## config.mk

```make
export PLATFORM = sky130hd
export DESIGN_NAME = ram_dma_engine
export DESIGN_NICKNAME = d
export VERILOG_FILES = /design/src/rtl/ram_dma_engine.sv
export SDC_FILE = /design/constraint.sdc
export NUM_CORES = 1
export LEC_CHECK = 0
export CORE_AREA = 2 2 131 133
export DETAILED_ROUTE_END_ITERATION = 8
export DIE_AREA = 0 0 133 135
export GPL_TIMING_DRIVEN = 0
export PLACE_DENSITY = 0.75
export SLEW_MARGIN = 20
export SYNTH_ARGS = -nofsm -noshare
export SYNTH_HDL_FRONTEND = slang
export SYNTH_SLANG_ARGS = --single-unit
export TNS_END_PERCENT = 100
```

## constraint.sdc

```tcl
create_clock -name clk -period 2.7 [get_ports clk]
set_clock_uncertainty 0.15 [all_clocks]
set_input_delay 0.27 -clock clk [delete_from_list [all_inputs] [get_ports clk]]
set_output_delay 0.27 -clock clk [all_outputs]
set_load 0.005 [all_outputs]
```

## src/rtl/ram_dma_engine.sv

```systemverilog
// RAM-to-RAM copy engine driving a processor-style single RAM port.
// Each word takes a read, a capture and a write cycle; a running checksum sums the copied words.
module ram_dma_engine #(
  parameter int unsigned NUM_RAM_ADDRESS = 256,
  parameter int unsigned AW              = $clog2(NUM_RAM_ADDRESS)
) (
  input  logic          clk,
  input  logic          reset,
  input  logic          start,
  input  logic [AW-1:0] src_addr,
  input  logic [AW-1:0] dst_addr,
  input  logic [AW:0]   length,
  output logic          busy,
  output logic          done,
  output logic [31:0]   checksum,
  input  logic [31:0]   ram_data_read_in,
  output logic [AW-1:0] ram_address,
  output logic [31:0]   ram_data_write_out,
  output logic          ram_enable,
  output logic          ram_read_write
);

  typedef enum logic [2:0] {StIdle, StRd, StCap, StWr, StFin} state_e;

  localparam logic [AW:0]   MaxLen = (AW+1)'(NUM_RAM_ADDRESS);
  localparam logic [AW+1:0] Depth  = (AW+2)'(NUM_RAM_ADDRESS);

  state_e        state_q, state_d;
  logic [AW-1:0] src_q, dst_q;
  logic [AW:0]   len_q, idx_q, len_clamped;
  logic [31:0]   data_q, checksum_q, wdata_q;
  logic [AW-1:0] addr_q, rd_addr, wr_addr;
  logic [AW+1:0] rd_sum, wr_sum;

  assign len_clamped = (length > MaxLen) ? MaxLen : length;

  // Base plus index never exceeds twice the depth, so one conditional subtract wraps it.
  always_comb begin
    rd_sum  = {2'b00, src_q} + {1'b0, idx_q};
    wr_sum  = {2'b00, dst_q} + {1'b0, idx_q};
    rd_addr = (rd_sum >= Depth) ? AW'(rd_sum - Depth) : AW'(rd_sum);
    wr_addr = (wr_sum >= Depth) ? AW'(wr_sum - Depth) : AW'(wr_sum);
  end

  always_comb begin
    state_d = state_q;
    case (state_q)
      StIdle: if (start) state_d = (length == '0) ? StFin : StRd;
      StRd:   state_d = StCap;
      StCap:  state_d = StWr;
      StWr:   state_d = (idx_q + (AW+1)'(1) == len_q) ? StFin : StRd;
      StFin:  state_d = StIdle;
      default: state_d = StIdle;
    endcase
  end

  // Address and write data fall back to their registered copies so they hold while idle.
  always_comb begin
    busy               = (state_q != StIdle);
    done               = (state_q == StFin);
    ram_enable         = (state_q == StRd) || (state_q == StWr);
    ram_read_write     = (state_q == StWr);
    ram_address        = addr_q;
    ram_data_write_out = wdata_q;
    if (state_q == StRd) ram_address = rd_addr;
    if (state_q == StWr) begin
      ram_address        = wr_addr;
      ram_data_write_out = data_q;
    end
  end

  assign checksum = checksum_q;

  always_ff @(posedge clk or negedge reset) begin
    if (!reset) begin
      state_q    <= StIdle;
      src_q      <= '0;
      dst_q      <= '0;
      len_q      <= '0;
      idx_q      <= '0;
      data_q     <= '0;
      checksum_q <= '0;
      addr_q     <= '0;
      wdata_q    <= '0;
    end else begin
      state_q <= state_d;
      addr_q  <= ram_address;
      wdata_q <= ram_data_write_out;
      case (state_q)
        StIdle: begin
          if (start) begin
            src_q      <= src_addr;
            dst_q      <= dst_addr;
            len_q      <= len_clamped;
            idx_q      <= '0;
            checksum_q <= '0;
          end
        end
        StCap: begin
          data_q     <= ram_data_read_in;
          checksum_q <= checksum_q + ram_data_read_in;
        end
        StWr:    idx_q <= idx_q + (AW+1)'(1);
        default: ;
      endcase
    end
  end

endmodule

```

Word-level counts from Yosys, hierarchy flattened --
Index checks and enable logic that the tools add are counted.
Word-level totals: flip-flop bits (word level) 141, bits of input ports 60, output and inout bits 76
Cells by class: $add $sub $neg 6, order comparisons 3, equality and inequality tests 6, muxes and demuxes 14, reductions and logical operators 9
Operator list (count):
- 32-bit two-way mux | 2
- 32-bit one-hot mux with 2 select lines | 1
- 32-bit adder | 1
- 8-bit two-way mux | 4
- 8-bit by 9-bit adder with 10-bit output | 2
- 10-bit by 9-bit >= comparator with 1-bit output, second input constant | 2
- 9-bit two-way mux | 2
- 9-bit one-hot mux with 2 select lines | 1
- 8-bit by 1-bit subtractor with 8-bit output, second input constant | 2
- 3-bit one-hot mux with 4 select lines | 1
- 9-bit by 1-bit adder with 9-bit output, second input constant | 1
- 9-bit == test | 1
- 9-bit greater-than comparator, second input constant | 1
- 9-bit logical NOT | 1
- 3-bit two-way mux | 3
- 3-bit by 2-bit == test with 1-bit output, second input constant | 2
- 2-bit AND reduction | 3
- 2-bit nonzero test | 2
- 3-bit by 1-bit == test with 1-bit output, second input constant | 1
- 3-bit == test, second input constant | 1
- 3-bit logical NOT | 1
- 3-bit nonzero test | 1
- 2-bit inequality test, second input constant | 1
- 1-bit logical OR | 1

Longest topological paths before layout --
Gate-level depths: netlist of the first run.
depth in word-level cells 5, mapped depth 12

Worst setup path after synthesis of the first run --
Ideal clock, no wire load.
path kind register -> output, from reg idx_q[1], to out ram_address[7], arrival 2.211 ns, path slack 0.069 ns, cell stages (with the launch flop) 11, buffers on the path 0, path through dfrtp_1 ha_1 a21o_1 a21oi_1 o21bai_1 a2111oi_0 nor3_1 xnor2_1 mux2i_1 xnor2_1 o21ai_0
Between the ends: word-level cells in the longest chain between the ends 5, elaborated cells on any way between the ends 10, classes of those cells add/sub (4); order compare (2); mux (4)
RTL lines:
- start: declaration | RTL line 30 | logic [AW:0] len_q, idx_q, len_clamped;
- start signal: assignment | RTL line 103 | StWr: idx_q <= idx_q + (AW+1)'(1);
- 8-bit by 9-bit adder with 10-bit output | RTL line 39 | rd_sum = {2'b00, src_q} + {1'b0, idx_q};
- 8-bit by 1-bit subtractor with 8-bit output / 10-bit by 9-bit >= comparator with 1-bit output (equally long branches) | RTL line 41 | rd_addr = (rd_sum >= Depth) ? AW'(rd_sum - Depth) : AW'(rd_sum);
- 8-bit two-way mux | RTL line 41
- 8-bit two-way mux | RTL line 65 | if (state_q == StRd) ram_address = rd_addr;
- 8-bit two-way mux (*) | RTL line 66 | if (state_q == StWr) begin
- end: declaration | RTL line 17 | output logic [AW-1:0] ram_address,
Every way passes the cells marked *; elsewhere a longest branch is shown, timed or not.

Worst setup path in the final report of the first run --
Ends and elaborated chain as after synthesis.

==> results of run 1 <==
[critical path, cell delays in order, from the launching register on]
cell and delay [ps]:
dfrtp_2 460, ha_4 230, a21o_1 170, a21oi_2 160, nor2b_1 70, o21a_1 210
o41ai_2 250, xor2_1 200, mux2i_1 110, xnor2_1 290, o21ai_2 100, buf_2 130
[final cells by class]
cell class | instances | area share, %
Timing Repair Buffer | 172 | 14.91
Clock inverter | 14 | 1.331
Multi-Input combinational cell | 649 | 42.06
Clock buffer | 18 | 4.027
Tap cell | 220 | 2.524
Buffer | 32 | 1.881
Sequential cell | 141 | 32.41
Inverter | 23 | 0.8604
[kinds of logic (layout without fill, tap and decap cells)]
group / Yosys count / count (layout) / share of synthesized area, %
DFF: 141 / 141 / 45.23
xor gates and xnor gates: 55 / 55 / 6.175
AOI/OAI and AO/OA: 187 / 187 / 14.85
buffers and inverters: 58 / 259 / 2.855
adders and majority gates: 49 / 49 / 8.148
muxes: 36 / 36 / 5.148
and+or+nand+nor: 322 / 322 / 17.59
[what timing repair did]
| item | 4_1_cts | 5_1_grt |
|---|---|---|
| gates resized for setup | 113 | 90 |
| hold endpoints to repair | 41 | 0 |
| pin swaps | 34 | 49 |
| buffers inserted | 25 | 16 |
| hold buffers | 1 | 0 |
| endpoints found under the setup margin | 66 | 50 |
[registers in the layout, indices dropped and copies added (netlist names)]
register	cells
wdata_q	32
src_q	8
addr_q	8
state_q	3
checksum	32
dst_q	8
idx_q	9
data_q	32
len_q	9
[power by group]
| part | internal [uW] | switching, uW |
|---|---|---|
| sequential | 3120 | 631 |
| combinational | 4020 | 4180 |
| clock | 1380 | 931 |
[cell usage after synthesis, types with 2 or more instances]
master	n
a31oi_1	5
nor2b_1	6
a211o_1	3
a21oi_1	48
o21ai_1	3
nor2_1	32
a22o_1	8
o21bai_1	5
xnor2_1	32
xor2_1	23
ha_1	46
a21o_1	16
a211oi_1	2
nand3_1	9
nor3_1	10
o41ai_2	2
o31ai_1	5
mux2_2	33
fa_1	3
buf_2	3
a2111oi_0	2
buf_1	2
or3_1	3
nand2_1	225
nor4_1	2
inv_1	23
nor3_2	2
o21ai_0	69
o21a_1	4
clkbuf_1	29
mux2i_1	3
dfrtp_1	141
a32o_1	3
nand4_1	7
nand3b_1	8
nand2b_1	13
[metal layers]
layer / vias up / wire length, um / GRT usage, %
met2: 227 / 10290 / 38.60
met3: 44 / 1378 / 7.808
met5: - / 0 / 0
li1: 3291 / - / -
met4: 0 / 431 / 7.348
met1: 3302 / 9775 / 31.99
[worst min path at each step]
stage / startpoint / to / slack [ps] / cells after the start
after floorplan: reset / addr_q[0]$_DFF_PN0_ / -180 / 0
after global placement: wdata_q[26]$_DFF_PN0_ / wdata_q[26]$_DFF_PN0_ / 300 / 2
after detailed placement: reset / wdata_q[10]$_DFF_PN0_ / 20 / 1
after CTS: reset / wdata_q[10]$_DFF_PN0_ / 170 / 2
after global routing: reset / data_q[10]$_DFFE_PN0P_ / 200 / 2
final: reset / data_q[8]$_DFFE_PN0P_ / 160 / 2
[through the flow]
stage          total power (uW)  hold slack, ps  utilization, %
5_1_grt                   15280           196.5           66.48
3_3_place_gp              10490           304.8           57.46
2_1_floorplan              7752          -175.6               -
3_5_place_dp              10630           24.80           57.66
4_1_cts                   13570           169.5           64.11
6_report                  14260           162.3           66.48
==> flow_summary.json, run 1 <==
{
  "status": "complete, but fails checks",
  "violations": "negative setup slack",
  "start_util_pct": 47.55,
  "clock-sinks": 141,
  "setup_viol": 6,
  "reg2reg_to": "checksum[28]$_DFFE_PN0P_",
  "dp_hpwl_mm": 14.73,
  "grt_overflow": 0,
  "cp.arrival_ps": 2810,
  "die_w_um": 133,
  "fmax_mhz": 309.5,
  "ys.flop_type": "dfrtp_1",
  "viasPerCell": 5.409,
  "fin_ws_ps": -531.3,
  "nNetsFinal": 1145,
  "hold_violations": 0,
  "firstDrtPassIters": 5,
  "cts_buffers": 17,
  "seq_area_frac_synth_pct": 45.23,
  "clock_tree.root_cell": "clkbuf_16",
  "fillers": 1313,
  "ys_types": 54,
  "setup.worst_path.start_class": "flop",
  "r2r_cells": 13,
  "n_antenna_cell": 0,
  "period_minus_slack_ps": 3231,
  "path_class": "flop to output port",
  "gp_congestion": 0.9289,
  "coreArea_um2": 16410,
  "ys_top_cells_by_area": "dfrtp_1, nand2_1, ha_1",
  "synth_edf_count": 0,
  "final_layout_size_suffix_gt1_share_pct": 21.54,
  "wl_per_cell_um": 17.24,
  "r2r_start": "checksum[0]$_DFFE_PN0P_",
  "cellPowerDensity_nw_per_um2": 1307,
  "clk_path_buf_depth": 2,
  "ys_seq_elements": 141,
  "clk_latency_ps": 430,
  "synth_cells": 848,
  "drtAntennaViolNets": 0,
  "slew_headroom_pct": 43.52,
  "first_global_vias": 6625,
  "synth_area_um2": 7801,
  "pre_cts_ws_ps": -885.5,
  "register_area_um2": 3535,
  "syn2layout_area_growth_pct": 39.81,
  "synth_top_area_share_pct": 45.23,
  "antenna_found_initial": 0,
  "die_y_um": 135,
  "port_buffers": 135,
  "fin_crit_sh_pct": 119.7,
  "worstPathMaxFanout": 3,
  "grt_start_max_net_pins": 101,
  "rsz0062_at_grt": "yes",
  "worst_slew_pin_slew_ps": 842.7,
  "cellLeakagePower_uw": 0.004957,
  "maxCapViolations": 0,
  "io_pins": 136,
  "placed_cell_area_um2": 9460,
  "syn_area_per_cell_um2": 9.200,
  "synth_fp_nets": 957,
  "multiInputGateArea_um2": 4587,
  "drt_wl_total_mm": 21.88,
  "drv_slew": 0,
  "crit_start": "idx_q[1]$_DFFE_PN0P_",
  "async_flop_share_pct": 100.0,
  "regToRegSetupSlack_ps": -60,
  "grt_pass1_wl_mm": 34.09,
  "layout_common_cells": "nand2_1, dfrtp_1, clkdlybuf4s50_1",
  "rows": 47,
  "place_inst": 1204,
  "cts_tree": "built",
  "final_area_um2": 10910,
  "stdcell_count": 1269,
  "drt_iter0_drc": 386,
  "layout_commonest_cell": "nand2_1",
  "htreeDepth": 4,
  "endpoint": "ram_address[7]",
  "tns_ps": -1456,
  "vias": 6864,
  "die_area_um2": 17960,
  "drc_errors": 0,
  "clk_pin_slew_ps": 60,
  "synth_top_cell_by_area": "dfrtp_1",
  "ir_worst_vdd_mv": 0.7324,
  "hold_path.class": "input port to asynchronous set/reset pin",
  "yosysWarnings": 0,
  "track_usage_pct": 24.32,
  "cp-end-kind": "output port",
  "critPathRequiredTime_ps": 2280
}
No activity file was read; power rests on OpenSTA's default activity.
==> inputs of run 2 (changes only) <==
--- a/config.mk
+++ b/config.mk
@@ -10,6 +10,7 @@
 export DIE_AREA = 0 0 133 135
 export GPL_TIMING_DRIVEN = 0
 export PLACE_DENSITY = 0.75
+export RECOVER_POWER = 100
 export SLEW_MARGIN = 20
 export SYNTH_ARGS = -nofsm -noshare
 export SYNTH_HDL_FRONTEND = slang
==> run 2 against run 1 <==
Against the previous run:
- the flow still finishes with violations (negative setup slack)
- combinational power fell by 1%
- first-iteration DRC count grew 0.78%
- worst hold slack gained 61 ps
- global-route usage did not move
- clock power hardly changed
- wire length barely moved
- critical path depth unchanged
- flip-flop and latch count stayed put
- final cell count unchanged
==> flow_summary.json, run 2 (same netlist as run 1, synthesis figures left out) <==
{
  "netSwitchingPower_uw": 5715,
  "stdcell_count": 1269,
  "ir_worst_vdd_mv": 0.7320,
  "critPathRequiredTime_ps": 2280,
  "die_y_um": 135,
  "antenna_found_initial": 0,
  "swShare_pct": 40.42,
  "setup_viol": 40,
  "setup.worst_path.start_class": "flop",
  "cp.arrival_ps": 2820,
  "io_pins": 136,
  "clock_power_share_pct": 16.3,
  "cts_buffers": 17,
  "htreeDepth": 4,
  "hold_violations": 0,
  "maxCapViolations": 0,
  "endpoint": "ram_address[7]",
  "final_layout_size_suffix_gt1_share_pct": 21.07,
  "crit_path_max_incr_delay_ps": 470,
  "drtAntennaViolNets": 0,
  "place_inst": 1204,
  "cp_top_family": "compound AO/OA/AOI/OAI gates",
  "first_global_vias": 6625,
  "clk_path_buf_depth": 2,
  "vias": 6840,
  "cts_tree": "built",
  "layout_common_cells": "nand2_1, dfrtp_1, clkdlybuf4s50_1",
  "r2r_start": "checksum[0]$_DFFE_PN0P_",
  "status": "complete, but fails checks",
  "rows": 47,
  "n_antenna_cell": 0,
  "path_class": "flop to output port",
  "power_frac_seq_pct": 26.5,
  "coreArea_um2": 16410,
  "path_depth": 11,
  "period_minus_slack_ps": 3242,
  "die_area_um2": 17960,
  "violations": "negative setup slack",
  "drc_errors": 0,
  "slew_headroom_pct": 31.91,
  "power_uw": 14140,
  "die_w_um": 133,
  "rsz0062_at_grt": "yes",
  "r2r_cells": 13,
  "layout_commonest_cell": "nand2_1",
  "crit_buf_inv": 1,
  "hold_path.class": "input port to flop",
  "cpMaxStageDelayCell": "dfrtp_2",
  "clock_tree.root_cell": "clkbuf_16",
  "clock-sinks": 141,
  "track_usage_pct": 24.32,
  "hold_depth": 3,
  "start_util_pct": 47.55,
  "fin_crit_sh_pct": 120.1,
  "clk_pin_slew_ps": 60,
  "cellPowerDensity_nw_per_um2": 1301,
  "drt_wl_total_mm": 21.87,
  "drt_iter0_drc": 389,
  "grt_start_max_net_pins": 101,
  "syn2layout_area_growth_pct": 39.25,
  "cp-end-kind": "output port",
  "p_int_uw": 8423,
  "port_buffers": 135,
  "fmax_mhz": 308.4,
  "reg2reg_to": "checksum[28]$_DFFE_PN0P_",
  "regToRegSetupSlack_ps": -60,
  "dp_hpwl_mm": 14.73,
  "firstDrtPassIters": 5,
  "combPwrFrac_pct": 57.2,
  "fin_ws_ps": -542.4,
  "grt_overflow": 0,
  "pre_cts_ws_ps": -885.5,
  "gp_congestion": 0.9289,
  "crit_start": "idx_q[1]$_DFFE_PN0P_",
  "worst_slew_pin_slew_ps": 1021,
  "grt_pass1_wl_mm": 34.09,
  "viasPerCell": 5.390,
  "worstPathMaxFanout": 3,
  "tns_ps": -6989,
  "cellLeakagePower_uw": 0.004981,
  "drv_slew": 0,
  "worstPathCellList": "ha_4 > a21o_1 > a21oi_2 > nor2b_1 > o21a_1 > o41ai_2 > xor2_1 > mux2i_1 > xnor2_1 > o21ai_2 > buf_2",
  "clk_latency_ps": 430,
  "wl_per_cell_um": 17.24,
  "nNetsFinal": 1145
}
## run 2: area by class of cell
type                    instances  area, um2
multi-input cells             649       4573
flip-flops and latches        141       3535
well taps                     220      275.3
clock buffers                  18      439.2
inverters                      23      92.59
clock inverters                14      145.1
plain buffers                  32      202.7
repair buffers                172       1600
fillers                      1322       5544
## run 2: per-stage QoR
stage          utilization [%]  area, um2  hold WS, ps
6_report                 66.21      10860        223.5
5_1_grt                  66.21      10860        236.3
4_1_cts                  64.11      10520        169.5
3_5_place_dp             57.66       9460        24.80
3_3_place_gp             57.46       9428        304.8
2_1_floorplan                -       7801       -175.6
## run 2: power by group through the flow
stage               sequential (uW)  combinational (uW)  clock (uW)
floorplan                      3580                4170           0
global placement               3710                6790           0
detailed placement             3730                6890           0
CTS                            3730                7510        2340
global route                   3850                8880        2430
finish                         3740                8090        2310
## run 2: worst min-delay path by stage
stage | from | slack, ps | to
5_1_grt | dst_addr[4] | 240 | dst_q[4]$_DFFE_PN0P_
4_1_cts | reset | 170 | wdata_q[10]$_DFF_PN0_
3_5_place_dp | reset | 20 | wdata_q[10]$_DFF_PN0_
2_1_floorplan | reset | -180 | addr_q[0]$_DFF_PN0_
6_report | dst_addr[5] | 220 | dst_q[5]$_DFFE_PN0P_
3_3_place_gp | wdata_q[26]$_DFF_PN0_ | 300 | wdata_q[26]$_DFF_PN0_
## run 2: tightest hold or removal path, delay by kind of cell
kind	cells	cell delay, ps
buffers and inverters	1	390
and+or+nand+nor	2	90
## run 2: what timing repair did
item	in CTS	in global routing
endpoints found under the setup margin	66	50
setup buffers	25	16
endpoints found under the hold margin	41	0
resized for setup	113	90
pin swaps	34	49
gates cloned	0	0
hold buffers	1	0
## run 2: metal layers
metal	wire, um	vias to the layer above	GRT usage [%]
li1	-	3294	-
met1	9788	3272	31.99
met2	10280	233	38.60
met3	1383	41	7.808
met4	416	0	7.348
met5	0	-	0
